[src/rtl/video_pattern_gen_if.sv]
// Pixel bus between the timing generator, the pattern generator and the output path.
// The slave side consumes timing/config and drives RGB plus delayed sync/DE.
interface video_pattern_gen_if #(
  parameter int X_BITS = 12,
  parameter int Y_BITS = 12
);
  logic              vs_in;
  logic              hs_in;
  logic              hde_in;
  logic              vde_in;
  logic [X_BITS-1:0] x_in;
  logic [Y_BITS-1:0] y_in;
  logic [X_BITS-1:0] h_active;
  logic [Y_BITS-1:0] v_active;
  logic [2:0]        pattern_sel;
  logic [23:0]       solid_rgb;
  logic [7:0]        r_out;
  logic [7:0]        g_out;
  logic [7:0]        b_out;
  logic              hs_out;
  logic              vs_out;
  logic              de_out;

  modport master (
    output vs_in, hs_in, hde_in, vde_in, x_in, y_in, h_active, v_active, pattern_sel, solid_rgb,
    input  r_out, g_out, b_out, hs_out, vs_out, de_out
  );

  modport slave (
    input  vs_in, hs_in, hde_in, vde_in, x_in, y_in, h_active, v_active, pattern_sel, solid_rgb,
    output r_out, g_out, b_out, hs_out, vs_out, de_out
  );
endinterface

[src/rtl/video_pattern_gen.sv]
// RGB test-pattern source behind the timing generator; 2 clk latency on RGB, sync and DE, no backpressure.
// Optional white frame border enabled by defining PATGEN_BORDER_EN.
module video_pattern_gen #(
  parameter int X_BITS = 12,
  parameter int Y_BITS = 12,
  parameter int MBAR_W = 16
) (
  input logic               clk,
  input logic               reset,
  video_pattern_gen_if.slave vid
);
  localparam logic [X_BITS-1:0] X_ONE    = X_BITS'(1);
  localparam logic [X_BITS:0]   XW_ONE   = (X_BITS+1)'(1);
  localparam logic [X_BITS:0]   MBAR_LEN = (X_BITS+1)'(MBAR_W);

  logic              vs_d;
  logic              hde_d;
  logic [2:0]        pattern_q;
  logic [X_BITS-1:0] frame_pos;
  logic [X_BITS-1:0] bar_cnt;
  logic [2:0]        bar_idx;

  logic              frame_start;
  logic              hde_rise;
  logic [X_BITS-1:0] bar_w;
  logic [X_BITS-1:0] cnt_cur;
  logic [2:0]        idx_cur;
  logic [X_BITS:0]   fpos_inc;
  logic [X_BITS:0]   mbar_end;
  logic [23:0]       pix;
  logic [23:0]       rgb_nxt;

  logic              s1_hs;
  logic              s1_vs;
  logic              s1_de;
  logic [23:0]       s1_rgb;
`ifdef PATGEN_BORDER_EN
  logic [X_BITS-1:0] s1_x;
  logic [Y_BITS-1:0] s1_y;
`else
  logic              unused_bits;
  assign unused_bits = ^{vid.v_active, vid.y_in};
`endif

  assign frame_start = vid.vs_in & ~vs_d;
  assign hde_rise    = vid.hde_in & ~hde_d;
  assign bar_w       = vid.h_active >> 3;
  // Counter state describes the current pixel; a line start overrides it to bar 0, pixel 0.
  assign cnt_cur     = hde_rise ? '0 : bar_cnt;
  assign idx_cur     = hde_rise ? 3'd0 : bar_idx;
  assign fpos_inc    = {1'b0, frame_pos} + XW_ONE;
  assign mbar_end    = {1'b0, frame_pos} + MBAR_LEN;

  always_comb begin
    pix = 24'h000000;
    case (pattern_q)
      3'd0: pix = vid.solid_rgb;
      // Bar order white..black maps to R=~idx[1], G=~idx[2], B=~idx[0].
      3'd1: pix = {{8{~idx_cur[1]}}, {8{~idx_cur[2]}}, {8{~idx_cur[0]}}};
      3'd2: pix = (vid.x_in[5] ^ vid.y_in[5]) ? 24'hFFFFFF : 24'h000000;
      3'd3: pix = {3{vid.x_in[7:0]}};
      3'd4: pix = (({1'b0, vid.x_in} >= {1'b0, frame_pos}) && ({1'b0, vid.x_in} < mbar_end))
                  ? 24'hFFFFFF : 24'h202020;
      default: pix = 24'h000000;
    endcase
  end

  always_comb begin
    rgb_nxt = s1_de ? s1_rgb : 24'h000000;
`ifdef PATGEN_BORDER_EN
    if (s1_de && ((s1_x == '0) || (s1_x == vid.h_active - X_ONE) ||
                  (s1_y == '0) || (s1_y == vid.v_active - Y_BITS'(1))))
      rgb_nxt = 24'hFFFFFF;
`endif
  end

  always_ff @(posedge clk) begin
    if (reset) begin
      vs_d      <= 1'b0;
      hde_d     <= 1'b0;
      pattern_q <= 3'd0;
      frame_pos <= '0;
      bar_cnt   <= '0;
      bar_idx   <= 3'd0;
      s1_hs     <= 1'b0;
      s1_vs     <= 1'b0;
      s1_de     <= 1'b0;
      s1_rgb    <= 24'h000000;
`ifdef PATGEN_BORDER_EN
      s1_x      <= '0;
      s1_y      <= '0;
`endif
      vid.r_out  <= 8'h00;
      vid.g_out  <= 8'h00;
      vid.b_out  <= 8'h00;
      vid.hs_out <= 1'b0;
      vid.vs_out <= 1'b0;
      vid.de_out <= 1'b0;
    end else begin
      vs_d  <= vid.vs_in;
      hde_d <= vid.hde_in;
      if (frame_start) begin
        pattern_q <= vid.pattern_sel;
        frame_pos <= (fpos_inc >= {1'b0, vid.h_active}) ? '0 : fpos_inc[X_BITS-1:0];
      end
      if (vid.hde_in) begin
        if (cnt_cur == bar_w - X_ONE) begin
          bar_cnt <= '0;
          bar_idx <= (idx_cur == 3'd7) ? 3'd7 : idx_cur + 3'd1;
        end else begin
          bar_cnt <= cnt_cur + X_ONE;
          bar_idx <= idx_cur;
        end
      end
      s1_hs  <= vid.hs_in;
      s1_vs  <= vid.vs_in;
      s1_de  <= vid.hde_in & vid.vde_in;
      s1_rgb <= pix;
`ifdef PATGEN_BORDER_EN
      s1_x   <= vid.x_in;
      s1_y   <= vid.y_in;
`endif
      vid.r_out  <= rgb_nxt[23:16];
      vid.g_out  <= rgb_nxt[15:8];
      vid.b_out  <= rgb_nxt[7:0];
      vid.hs_out <= s1_hs;
      vid.vs_out <= s1_vs;
      vid.de_out <= s1_de;
    end
  end
endmodule
[src/flat_wrapper.sv]
// flat-port wrapper written by rule: the top's interface ports become plain ports
module video_pattern_gen_flat 
#(
  parameter int X_BITS = 12,
  parameter int Y_BITS = 12,
  parameter int MBAR_W = 16
)
  (clk, reset, vid_vs_in, vid_hs_in, vid_hde_in, vid_vde_in, vid_x_in, vid_y_in, vid_h_active, vid_v_active, vid_pattern_sel, vid_solid_rgb, vid_r_out, vid_g_out, vid_b_out, vid_hs_out, vid_vs_out, vid_de_out);
  video_pattern_gen_if #(.X_BITS(X_BITS), .Y_BITS(Y_BITS)) vid_i ();
  input logic clk;
  input logic reset;
  input wire logic [$bits(vid_i.vs_in)-1:0] vid_vs_in;
  input wire logic [$bits(vid_i.hs_in)-1:0] vid_hs_in;
  input wire logic [$bits(vid_i.hde_in)-1:0] vid_hde_in;
  input wire logic [$bits(vid_i.vde_in)-1:0] vid_vde_in;
  input wire logic [$bits(vid_i.x_in)-1:0] vid_x_in;
  input wire logic [$bits(vid_i.y_in)-1:0] vid_y_in;
  input wire logic [$bits(vid_i.h_active)-1:0] vid_h_active;
  input wire logic [$bits(vid_i.v_active)-1:0] vid_v_active;
  input wire logic [$bits(vid_i.pattern_sel)-1:0] vid_pattern_sel;
  input wire logic [$bits(vid_i.solid_rgb)-1:0] vid_solid_rgb;
  output wire logic [$bits(vid_i.r_out)-1:0] vid_r_out;
  output wire logic [$bits(vid_i.g_out)-1:0] vid_g_out;
  output wire logic [$bits(vid_i.b_out)-1:0] vid_b_out;
  output wire logic [$bits(vid_i.hs_out)-1:0] vid_hs_out;
  output wire logic [$bits(vid_i.vs_out)-1:0] vid_vs_out;
  output wire logic [$bits(vid_i.de_out)-1:0] vid_de_out;
  assign vid_i.vs_in = vid_vs_in;
  assign vid_i.hs_in = vid_hs_in;
  assign vid_i.hde_in = vid_hde_in;
  assign vid_i.vde_in = vid_vde_in;
  assign vid_i.x_in = vid_x_in;
  assign vid_i.y_in = vid_y_in;
  assign vid_i.h_active = vid_h_active;
  assign vid_i.v_active = vid_v_active;
  assign vid_i.pattern_sel = vid_pattern_sel;
  assign vid_i.solid_rgb = vid_solid_rgb;
  assign vid_r_out = vid_i.r_out;
  assign vid_g_out = vid_i.g_out;
  assign vid_b_out = vid_i.b_out;
  assign vid_hs_out = vid_i.hs_out;
  assign vid_vs_out = vid_i.vs_out;
  assign vid_de_out = vid_i.de_out;
  video_pattern_gen #(.X_BITS(X_BITS), .Y_BITS(Y_BITS), .MBAR_W(MBAR_W)) u_core (.clk(clk), .reset(reset), .vid(vid_i));
endmodule
[config.mk]
export PLATFORM = sky130hd
export DESIGN_NAME = video_pattern_gen_flat
export DESIGN_NICKNAME = d
export VERILOG_FILES = /design/src/rtl/video_pattern_gen_if.sv /design/src/rtl/video_pattern_gen.sv /design/src/flat_wrapper.sv
export SDC_FILE = /design/constraint.sdc
export NUM_CORES = 1
export LEC_CHECK = 0
export CORE_ASPECT_RATIO = 1.4
export CORE_UTILIZATION = 50
export DETAILED_ROUTE_END_ITERATION = 8
export PLACE_DENSITY = 0.79
export SYNTH_ARGS = -nofsm -noshare
export SYNTH_HDL_FRONTEND = slang
export SYNTH_SLANG_ARGS = --single-unit
[constraint.sdc]
create_clock -name clk -period 3.75 [get_ports clk]
set_input_delay 0.75 -clock clk [delete_from_list [all_inputs] [get_ports clk]]
set_output_delay 0.75 -clock clk [all_outputs]
set_load 0.02 [all_outputs]
==> results of run 1 <==
[area by class of cell]
cell class,instances,area (µm²),share of cell area
Clock buffer,10,229,0.0376
Clock inverter,5,85.1,0.0140
Inverter,31,116,0.0191
Multi-Input combinational cell,431,2870,0.472
Sequential cell,85,1700,0.280
Tap cell,110,138,0.0226
Timing Repair Buffer,98,941,0.155
[power groups by stage]
stage	Combinational, mW	Clock (mW)	Sequential, mW
after global routing	0.344	0.993	0.964
final	0.313	0.942	0.960
after floorplan	0.183	0	0.979
after CTS	0.312	0.955	0.960
after detailed placement	0.309	0	0.980
after global placement	0.300	0	0.978
[worst paths after layout]
check	from	end	cells past startpoint
worst max-delay path	u_core.frame_pos[4]	u_core.s1_rgb[17]	10
worst min-delay path	u_core.s1_rgb[0]	u_core.vid.b_out[0]	1
worst max register to register	u_core.frame_pos[4]	u_core.s1_rgb[17]	10
worst min register to register	u_core.s1_rgb[0]	u_core.vid.b_out[0]	1
[through the flow]
| step | std cells | utilization | setup WS [ps] | area, µm² | hold WS [ps] |
|---|---|---|---|---|---|
| floorplan | 579 | - | 651 | 4840 | 406 |
| global placement | 755 | 0.613 | 158 | 5770 | 407 |
| detailed placement | 755 | 0.613 | 42.8 | 5770 | 410 |
| CTS | 770 | 0.647 | 399 | 6080 | 424 |
| global route | 770 | 0.647 | 83.8 | 6080 | 435 |
| finish | 770 | 0.647 | 340 | 6080 | 423 |
[flip-flops by register name (all words and copies together), names as in the netlist, 3 cells and up]
signal / flops
u_core.s1_rgb: 24
u_core.bar_cnt: 12
u_core.frame_pos: 12
u_core.vid.b_out: 8
u_core.vid.g_out: 8
u_core.vid.r_out: 8
u_core.bar_idx: 3
u_core.pattern_q: 3
[metal layers]
layer	GRT usage	up-vias	part of all wire
met5	0	-	0
met4	0.140	0	0.049
met3	0.0510	48	0.058
met2	0.422	195	0.49
met1	0.273	2024	0.40
li1	-	2211	-
[cell usage after synthesis, types with 12 or more instances]
library cell | count | share of area
nand2_1 | 51 | 0.040
a21o_1 | 24 | 0.037
o21ai_0 | 28 | 0.029
nand3_1 | 12 | 0.012
xnor2_1 | 22 | 0.040
clkbuf_1 | 23 | 0.018
inv_1 | 30 | 0.023
and3_1 | 12 | 0.016
and2_1 | 30 | 0.039
ha_1 | 37 | 0.096
nor2_1 | 43 | 0.033
a31oi_1 | 24 | 0.031
dfxtp_1 | 85 | 0.35
nor3_1 | 15 | 0.016
a21oi_1 | 33 | 0.034
[worst max-delay path: stages, from the launching register on]
cell and delay (ps):
dfxtp_1 440, ha_1 250, nand3_1 190, nor3_1 360
xnor2_1 120, ha_1 290, o211ai_1 90, a311o_1 320
o211ai_1 740, a21oi_1 160, or2_2 340
[cell families (layout without fill, tap and decap cells)]
| family | after synthesis | in the layout |
|---|---|---|
| muxes | 4 | 4 |
| AOI/OAI and AO/OA | 153 | 153 |
| adders and majority gates | 37 | 37 |
| and+or+nand+nor | 213 | 213 |
| buffers and inverters | 63 | 144 |
| DFF | 85 | 85 |
| xor gates and xnor gates | 24 | 24 |
==> flow_summary.json, run 1 <==
{
  "status": "finished clean",
  "r2r_slack_ps": 340,
  "power.internal_mw": 1.68,
  "synthCells": 579,
  "skew_ps": 7.94,
  "critPathKind": "reg -> reg",
  "routedWlPerCell_um": 15.2,
  "layout_commonest_cell": "dfxtp_1",
  "slew_viol_final": 0,
  "synth_flop_cell": "dfxtp_1",
  "synth-adder-area-share": 0.0957,
  "synth-simple-area-share": 0.229,
  "critPathCaptureType": "flip-flop",
  "fin_crit_sh": 0.909,
  "synth_xor_area_frac": 0.0463,
  "viasPerCell": 5.82,
  "worstPathArrival_ps": 3630,
  "ir_worst_vdd_mv": 0.220,
  "critPathMaxFanout": 13,
  "grt_pass1_wl_mm": 19.5,
  "synthToLayoutAreaGrowth_pct": 25.7,
  "clkSinkCount": 85,
  "yosysSeqAreaShare": 0.352,
  "hold_class": "reg -> reg",
  "period_needed_ps": 3410,
  "fin_nets": 774,
  "io_buffers": 84,
  "finalSetupViolations": 0,
  "synth_compound_area_frac": 0.214,
  "synth_cell_types": 59,
  "tightest_slew_ps": 985,
  "dieWidth_um": 85.1,
  "vias": 4478,
  "crit_required_ps": 3970,
  "dr.pass1.iters": 5,
  "dpl.hpwl_mm": 8.85,
  "antenna_left": 0,
  "rows": 42,
  "avgSynthCellArea_um2": 8.36,
  "async_flop_share": 0,
  "cts_tree": "yes",
  "rsz0062_at_grt": "no",
  "io_pins": 108,
  "synthesis.nets": 697,
  "cts-root-buf": "clkbuf_16",
  "drc": 0,
  "clk_latency_ps": 340,
  "grt_start_max_net_pins": 29,
  "synth_top_family_by_area": "simple AND/OR/NAND/NOR gates",
  "ctsResizeCount": 0,
  "cp-start-kind": "flip-flop",
  "track_usage": 0.244,
  "nFillCells": 774,
  "antenna_found_initial": 0,
  "switching_share": 0.240,
  "relSlewSlack": 0.341,
  "muxShareOfSynthArea": 0.00853,
  "coreArea_mm2": 0.00941,
  "start_util": 0.514,
  "clk_path_buf_depth": 2,
  "antenna_cells": 0,
  "pwr-share-seq": 0.434,
  "finalPower_mw": 2.22,
  "grt_pass1_vias": 4282,
  "max_freq_mhz": 293,
  "synth_area_mm2": 0.00484,
  "holdBufCountCts": 0,
  "ys_warn_count": 0,
  "cts_max_level": 3,
  "drive_gt1_frac": 0.0712,
  "netSwitchingPower_mw": 0.532,
  "pwr_density_cell_mw_per_mm2": 364,
  "clkPwrFrac": 0.425,
  "grt-ovfl-total": 0,
  "dieArea_mm2": 0.0101,
  "die_h_um": 118,
  "tns_ps": 0,
  "path_clk_slew_ps": 60,
  "p_comb_frac": 0.141,
  "leakage_nw": 2.50,
  "post_cts_buffers": 0,
  "layout_common_cells": "85 x dfxtp_1, 83 x clkdlybuf4s50_1, 51 x nand2_1",
  "maxCapViolations": 0,
  "totalWireLength_mm": 11.7,
  "hold_viol_final": 0,
  "ys_ff_latch": 85,
  "gp_congestion": 0.924,
  "numCtsBuffers": 9,
  "synth_edf_count": 0,
  "dr.first_iter.drc_count": 226
}
Power figures use the tool's default switching activity.
==> run 2: changes to the inputs <==
--- a/config.mk
+++ b/config.mk
@@ -6,6 +6,7 @@
 export NUM_CORES = 1
 export LEC_CHECK = 0
 export CORE_ASPECT_RATIO = 1.4
+export CORE_MARGIN = 5
 export CORE_UTILIZATION = 50
 export DETAILED_ROUTE_END_ITERATION = 8
 export PLACE_DENSITY = 0.79
==> run 2 against run 1 <==
Net effect:
- total power grew 2.4%
- setup slack got worse by 97 ps
- combinational power rose by 1%
- via count increased by 1.1%
- design area rose by 0.53%
- global-route usage down 3.2 points
- sequential power hardly changed
- fmax decreased by 2.8%
- final cell count grew 0.26%
==> flow_summary.json, run 2 (synthesis gave the netlist of run 1 again) <==
{
  "layout_commonest_cell": "dfxtp_1",
  "holdBufCountCts": 0,
  "largest_reg_flops": 24,
  "skew_ps": 11.9,
  "finalSetupViolations": 0,
  "path_cells": "ha_1 -> nand3_1 -> nor3_1 -> xnor2_1 -> ha_1 -> o211ai_1 -> a311o_1 -> o211ai_1 -> a21oi_1 -> or2_2",
  "critPathMaxFanout": 13,
  "cp-start-kind": "flip-flop",
  "cts_max_level": 3,
  "tightest_slew_ps": 1110,
  "finalPower_mw": 2.27,
  "drive_gt1_frac": 0.0725,
  "io_pins": 108,
  "slew_viol_final": 0,
  "path_clk_slew_ps": 60,
  "path_buf_inv": 0,
  "grt_start_max_net_pins": 26,
  "rows": 42,
  "cp_slowest_cell": "o211ai_1",
  "layout_common_cells": "85 x dfxtp_1, 84 x clkdlybuf4s50_1, 51 x nand2_1",
  "clk_path_buf_depth": 2,
  "gp_congestion": 0.897,
  "crit_family": "compound AO/OA/AOI/OAI gates",
  "hold_viol_final": 0,
  "largest_register": "u_core.s1_rgb",
  "clkSinkCount": 85,
  "viasPerCell": 5.86,
  "pwr_density_cell_mw_per_mm2": 371,
  "grt_pass1_vias": 4348,
  "worstPathArrival_ps": 3720,
  "grt.met3_usage": 0.0444,
  "period_needed_ps": 3510,
  "post_cts_buffers": 0,
  "critPathCaptureType": "flip-flop",
  "dpl.hpwl_mm": 9.33,
  "synthToLayoutAreaGrowth_pct": 26.4,
  "status": "finished clean",
  "postLayoutCoreUtil": 0.646,
  "dr.pass1.iters": 4,
  "whs_ps": 423,
  "rsz0062_at_grt": "no",
  "max_freq_mhz": 285,
  "coreArea_mm2": 0.00946,
  "fin_nets": 775,
  "critPathKind": "reg -> reg",
  "totalWireLength_mm": 12.4,
  "multi_input_area_mm2": 0.00287,
  "clk_latency_ps": 340,
  "dr.first_iter.drc_count": 258,
  "placed_cells": 756,
  "maxCapViolations": 0,
  "use_met1": 0.233,
  "hold_class": "reg -> reg",
  "regArea_mm2": 0.00170,
  "start_util": 0.512,
  "ir_worst_vdd_mv": 0.220,
  "dieArea_mm2": 0.0118,
  "leakage_nw": 2.52,
  "relSlewSlack": 0.260,
  "antenna_left": 0,
  "die_h_um": 126,
  "tns_ps": 0,
  "crit_required_ps": 3970,
  "finalNonFillerCells": 772,
  "cts-root-buf": "clkbuf_16",
  "fin_crit_sh": 0.935,
  "drc": 0,
  "vias": 4527,
  "track_usage": 0.212,
  "busiest_layer": "met2",
  "met2_usage": 0.387,
  "routedWlPerCell_um": 16.1,
  "io_buffers": 84,
  "grt-ovfl-total": 0,
  "reg.largest.list": "u_core.s1_rgb (24), u_core.bar_cnt (12), u_core.frame_pos (12)",
  "numCtsBuffers": 9,
  "dieWidth_um": 93.1,
  "grt_pass1_wl_mm": 20.3,
  "antenna_cells": 0,
  "antenna_found_initial": 0,
  "cts_tree": "yes",
  "max_stage_delay_ps": 690,
  "nFillCells": 792,
  "ctsResizeCount": 0
}
[run 2: final cells by class]
| cell class | count | share of cell area |
|---|---|---|
| Inverter | 31 | 0.0190 |
| Timing Repair Buffer | 99 | 0.156 |
| Clock buffer | 12 | 0.0419 |
| Sequential cell | 85 | 0.278 |
| Multi-Input combinational cell | 431 | 0.470 |
| Clock inverter | 4 | 0.0127 |
| Tap cell | 110 | 0.0225 |
[run 2: stage by stage]
step / worst slack [ps] / instance area (µm²)
floorplan: 651 / 4840
CTS: 294 / 6110
finish: 244 / 6110
detailed placement: 93.0 / 5780
global route: 36.8 / 6110
global placement: 182 / 5780
[run 2: path summary, 6_finish.rpt]
kind                                           from                  end  slack [ps]  cells after the start
worst max-delay path            u_core.frame_pos[4]    u_core.s1_rgb[18]         240                     10
worst min-delay path              u_core.s1_rgb[22]  u_core.vid.r_out[6]         420                      1
worst min register to register    u_core.s1_rgb[22]  u_core.vid.r_out[6]         420                      1
worst max register to register  u_core.frame_pos[4]    u_core.s1_rgb[18]         240                     10
[run 2: where the power goes]
part	internal, mW	leakage, nW	switching [mW]
Sequential	0.943	0.694	0.0174
Combinational	0.159	1.67	0.158
Clock	0.625	0.164	0.366
[run 2: routing by layer]
metal	vias up	part of all wire
li1	2214	-
met2	173	0.52
met1	2114	0.39
met5	-	0
met3	26	0.061
met4	0	0.028
==> run 3: changes to the inputs <==
--- a/config.mk
+++ b/config.mk
@@ -9,6 +9,7 @@
 export CORE_MARGIN = 5
 export CORE_UTILIZATION = 50
 export DETAILED_ROUTE_END_ITERATION = 8
+export MAX_ROUTING_LAYER = met4
 export PLACE_DENSITY = 0.79
 export SYNTH_ARGS = -nofsm -noshare
 export SYNTH_HDL_FRONTEND = slang
==> run 3 against run 2 <==
Net effect:
- die area unchanged
- clock power about the same
- design area increased by 0.23%
- largest cell class unchanged
- combinational power about the same
- flip-flop and latch count unchanged
- critical endpoint is now u_core.s1_rgb[8]
==> flow_summary.json, run 3 (synthesis gave the netlist of run 1 again) <==
{
  "status": "finished clean",
  "grt_pass1_vias": 4346,
  "post_cts_buffers": 0,
  "whs_ps": 425,
  "postLayoutCoreUtil": 0.648,
  "critPathKind": "reg -> reg",
  "cp-start-kind": "flip-flop",
  "clk_latency_ps": 340,
  "viasPerCell": 5.76,
  "slew_viol_final": 0,
  "numCtsBuffers": 9,
  "path_cells": "ha_1 -> nand3_1 -> nor3_1 -> xnor2_1 -> ha_1 -> o211ai_1 -> a311o_1 -> o211ai_1 -> buf_4 -> a31oi_1",
  "ctsResizeCount": 0,
  "maxCapViolations": 0,
  "hold_depth": 1,
  "dieWidth_um": 93.1,
  "synthToLayoutAreaGrowth_pct": 26.7,
  "placed_cell_area_mm2": 0.00579,
  "tightest_slew_ps": 1120,
  "grt_pass1_wl_mm": 19.6,
  "clk_path_buf_depth": 2,
  "io_pins": 108,
  "setup_ws_ps": 313,
  "critPathMaxFanout": 15,
  "drc": 0,
  "antenna_left": 0,
  "fin_nets": 776,
  "largest_reg_flops": 24,
  "worstPathArrival_ps": 3620,
  "antenna_cells": 0,
  "reg2reg_from": "u_core.frame_pos[4]",
  "cp_slowest_cell": "o211ai_1",
  "layout_common_cells": "85 x dfxtp_1, 84 x clkdlybuf4s50_1, 51 x nand2_1",
  "gp_congestion": 0.910,
  "largest_register": "u_core.s1_rgb",
  "relSlewSlack": 0.250,
  "coreArea_mm2": 0.00946,
  "hold_viol_final": 0,
  "finalNonFillerCells": 773,
  "fin_crit_sh": 0.916,
  "drive_gt1_frac": 0.0724,
  "critPathCaptureType": "flip-flop",
  "cts-root-buf": "clkbuf_16",
  "tns_ps": 0,
  "hold_class": "reg -> reg",
  "placed_cells": 757,
  "dr.pass1.iters": 5,
  "start_util": 0.512,
  "die_h_um": 126,
  "reg.largest.list": "u_core.s1_rgb (24), u_core.bar_cnt (12), u_core.frame_pos (12)",
  "holdBufCountCts": 0,
  "reg2regPathDepth": 10,
  "dieArea_mm2": 0.0118,
  "finalPower_mw": 2.29,
  "pwr_density_cell_mw_per_mm2": 373,
  "period_needed_ps": 3440,
  "vias": 4455,
  "totalWireLength_mm": 12.0,
  "max_stage_delay_ps": 680,
  "dp_slack_ps": 94.7,
  "dr.first_iter.drc_count": 230,
  "path_clk_slew_ps": 60,
  "layout_commonest_cell": "dfxtp_1",
  "finalSetupViolations": 0,
  "cts_max_level": 3,
  "io_buffers": 84,
  "clkSinkCount": 85,
  "grt_start_max_net_pins": 26,
  "hold_start": "u_core.s1_rgb[14]",
  "track_usage": 0.212,
  "r2r_slack_ps": 310,
  "crit_required_ps": 3930,
  "grt-ovfl-total": 0,
  "routedWlPerCell_um": 15.6,
  "antenna_found_initial": 0,
  "cts_tree": "yes",
  "min_to": "u_core.vid.g_out[6]",
  "postLayoutCellArea_mm2": 0.00613,
  "max_freq_mhz": 291,
  "skew_ps": 10.1,
  "rsz0062_at_grt": "no",
  "ir_worst_vdd_mv": 0.256,
  "r2r-end": "u_core.s1_rgb[8]",
  "dpl.hpwl_mm": 9.27,
  "rows": 42,
  "leakage_nw": 2.53
}
[run 3: changes by cell type in the layout (fill, tap and decap cells not counted)]
cell | previous run | this run
buf_4 | 15 | 16
clkbuf_1 | 1 | 2
inv_6 | 2 | 1
clkinv_4 | 0 | 1
bufinv_16 | 2 | 3
clkbuf_8 | 2 | 0
[run 3: power by group]
part           switching, mW  internal (mW)  leakage (nW)  total (mW)
logic                  0.156          0.159          1.67       0.315
clock network          0.357          0.655         0.164        1.01
registers             0.0172          0.943         0.694       0.960
total                  0.530           1.76          2.53        2.29
[run 3: layout make-up]
type,count,area [µm²]
Sequential cell,85,1700
Clock inverter,5,108
Timing Repair Buffer,100,961
Inverter,31,116
Clock buffer,11,233
Fill cell,780,3330
Multi-Input combinational cell,431,2870
Tap cell,110,138
[run 3: layer usage]
layer  track usage  part of all wire  vias up
met3        0.0338             0.057       36
met2         0.373              0.51      169
met1         0.227              0.40     2031
li1              -                 -     2219
met5             -                 0        -
met4         0.108             0.033        0
[run 3: worst max-delay path, delay by kind of cell, from the launching register on]
kind / cells / cell delay [ps]
compound gates: 4 / 1230
xor+xnor: 1 / 120
fa+ha+maj: 2 / 580
buf+inv: 1 / 340
flops: 1 / 450
simple gates: 2 / 560
[run 3: worst max path at each step]
stage          slack (ps)  cells past startpoint             endpoint           startpoint
5_1_grt                70                     10    u_core.s1_rgb[19]  u_core.frame_pos[4]
2_1_floorplan         650                     13  u_core.frame_pos[9]  u_core.frame_pos[0]
4_1_cts               360                     10     u_core.s1_rgb[8]  u_core.frame_pos[4]
3_5_place_dp           90                     10    u_core.bar_idx[0]      vid_h_active[4]
6_report              310                     10     u_core.s1_rgb[8]  u_core.frame_pos[4]
3_3_place_gp          180                     10    u_core.bar_idx[0]      vid_h_active[4]
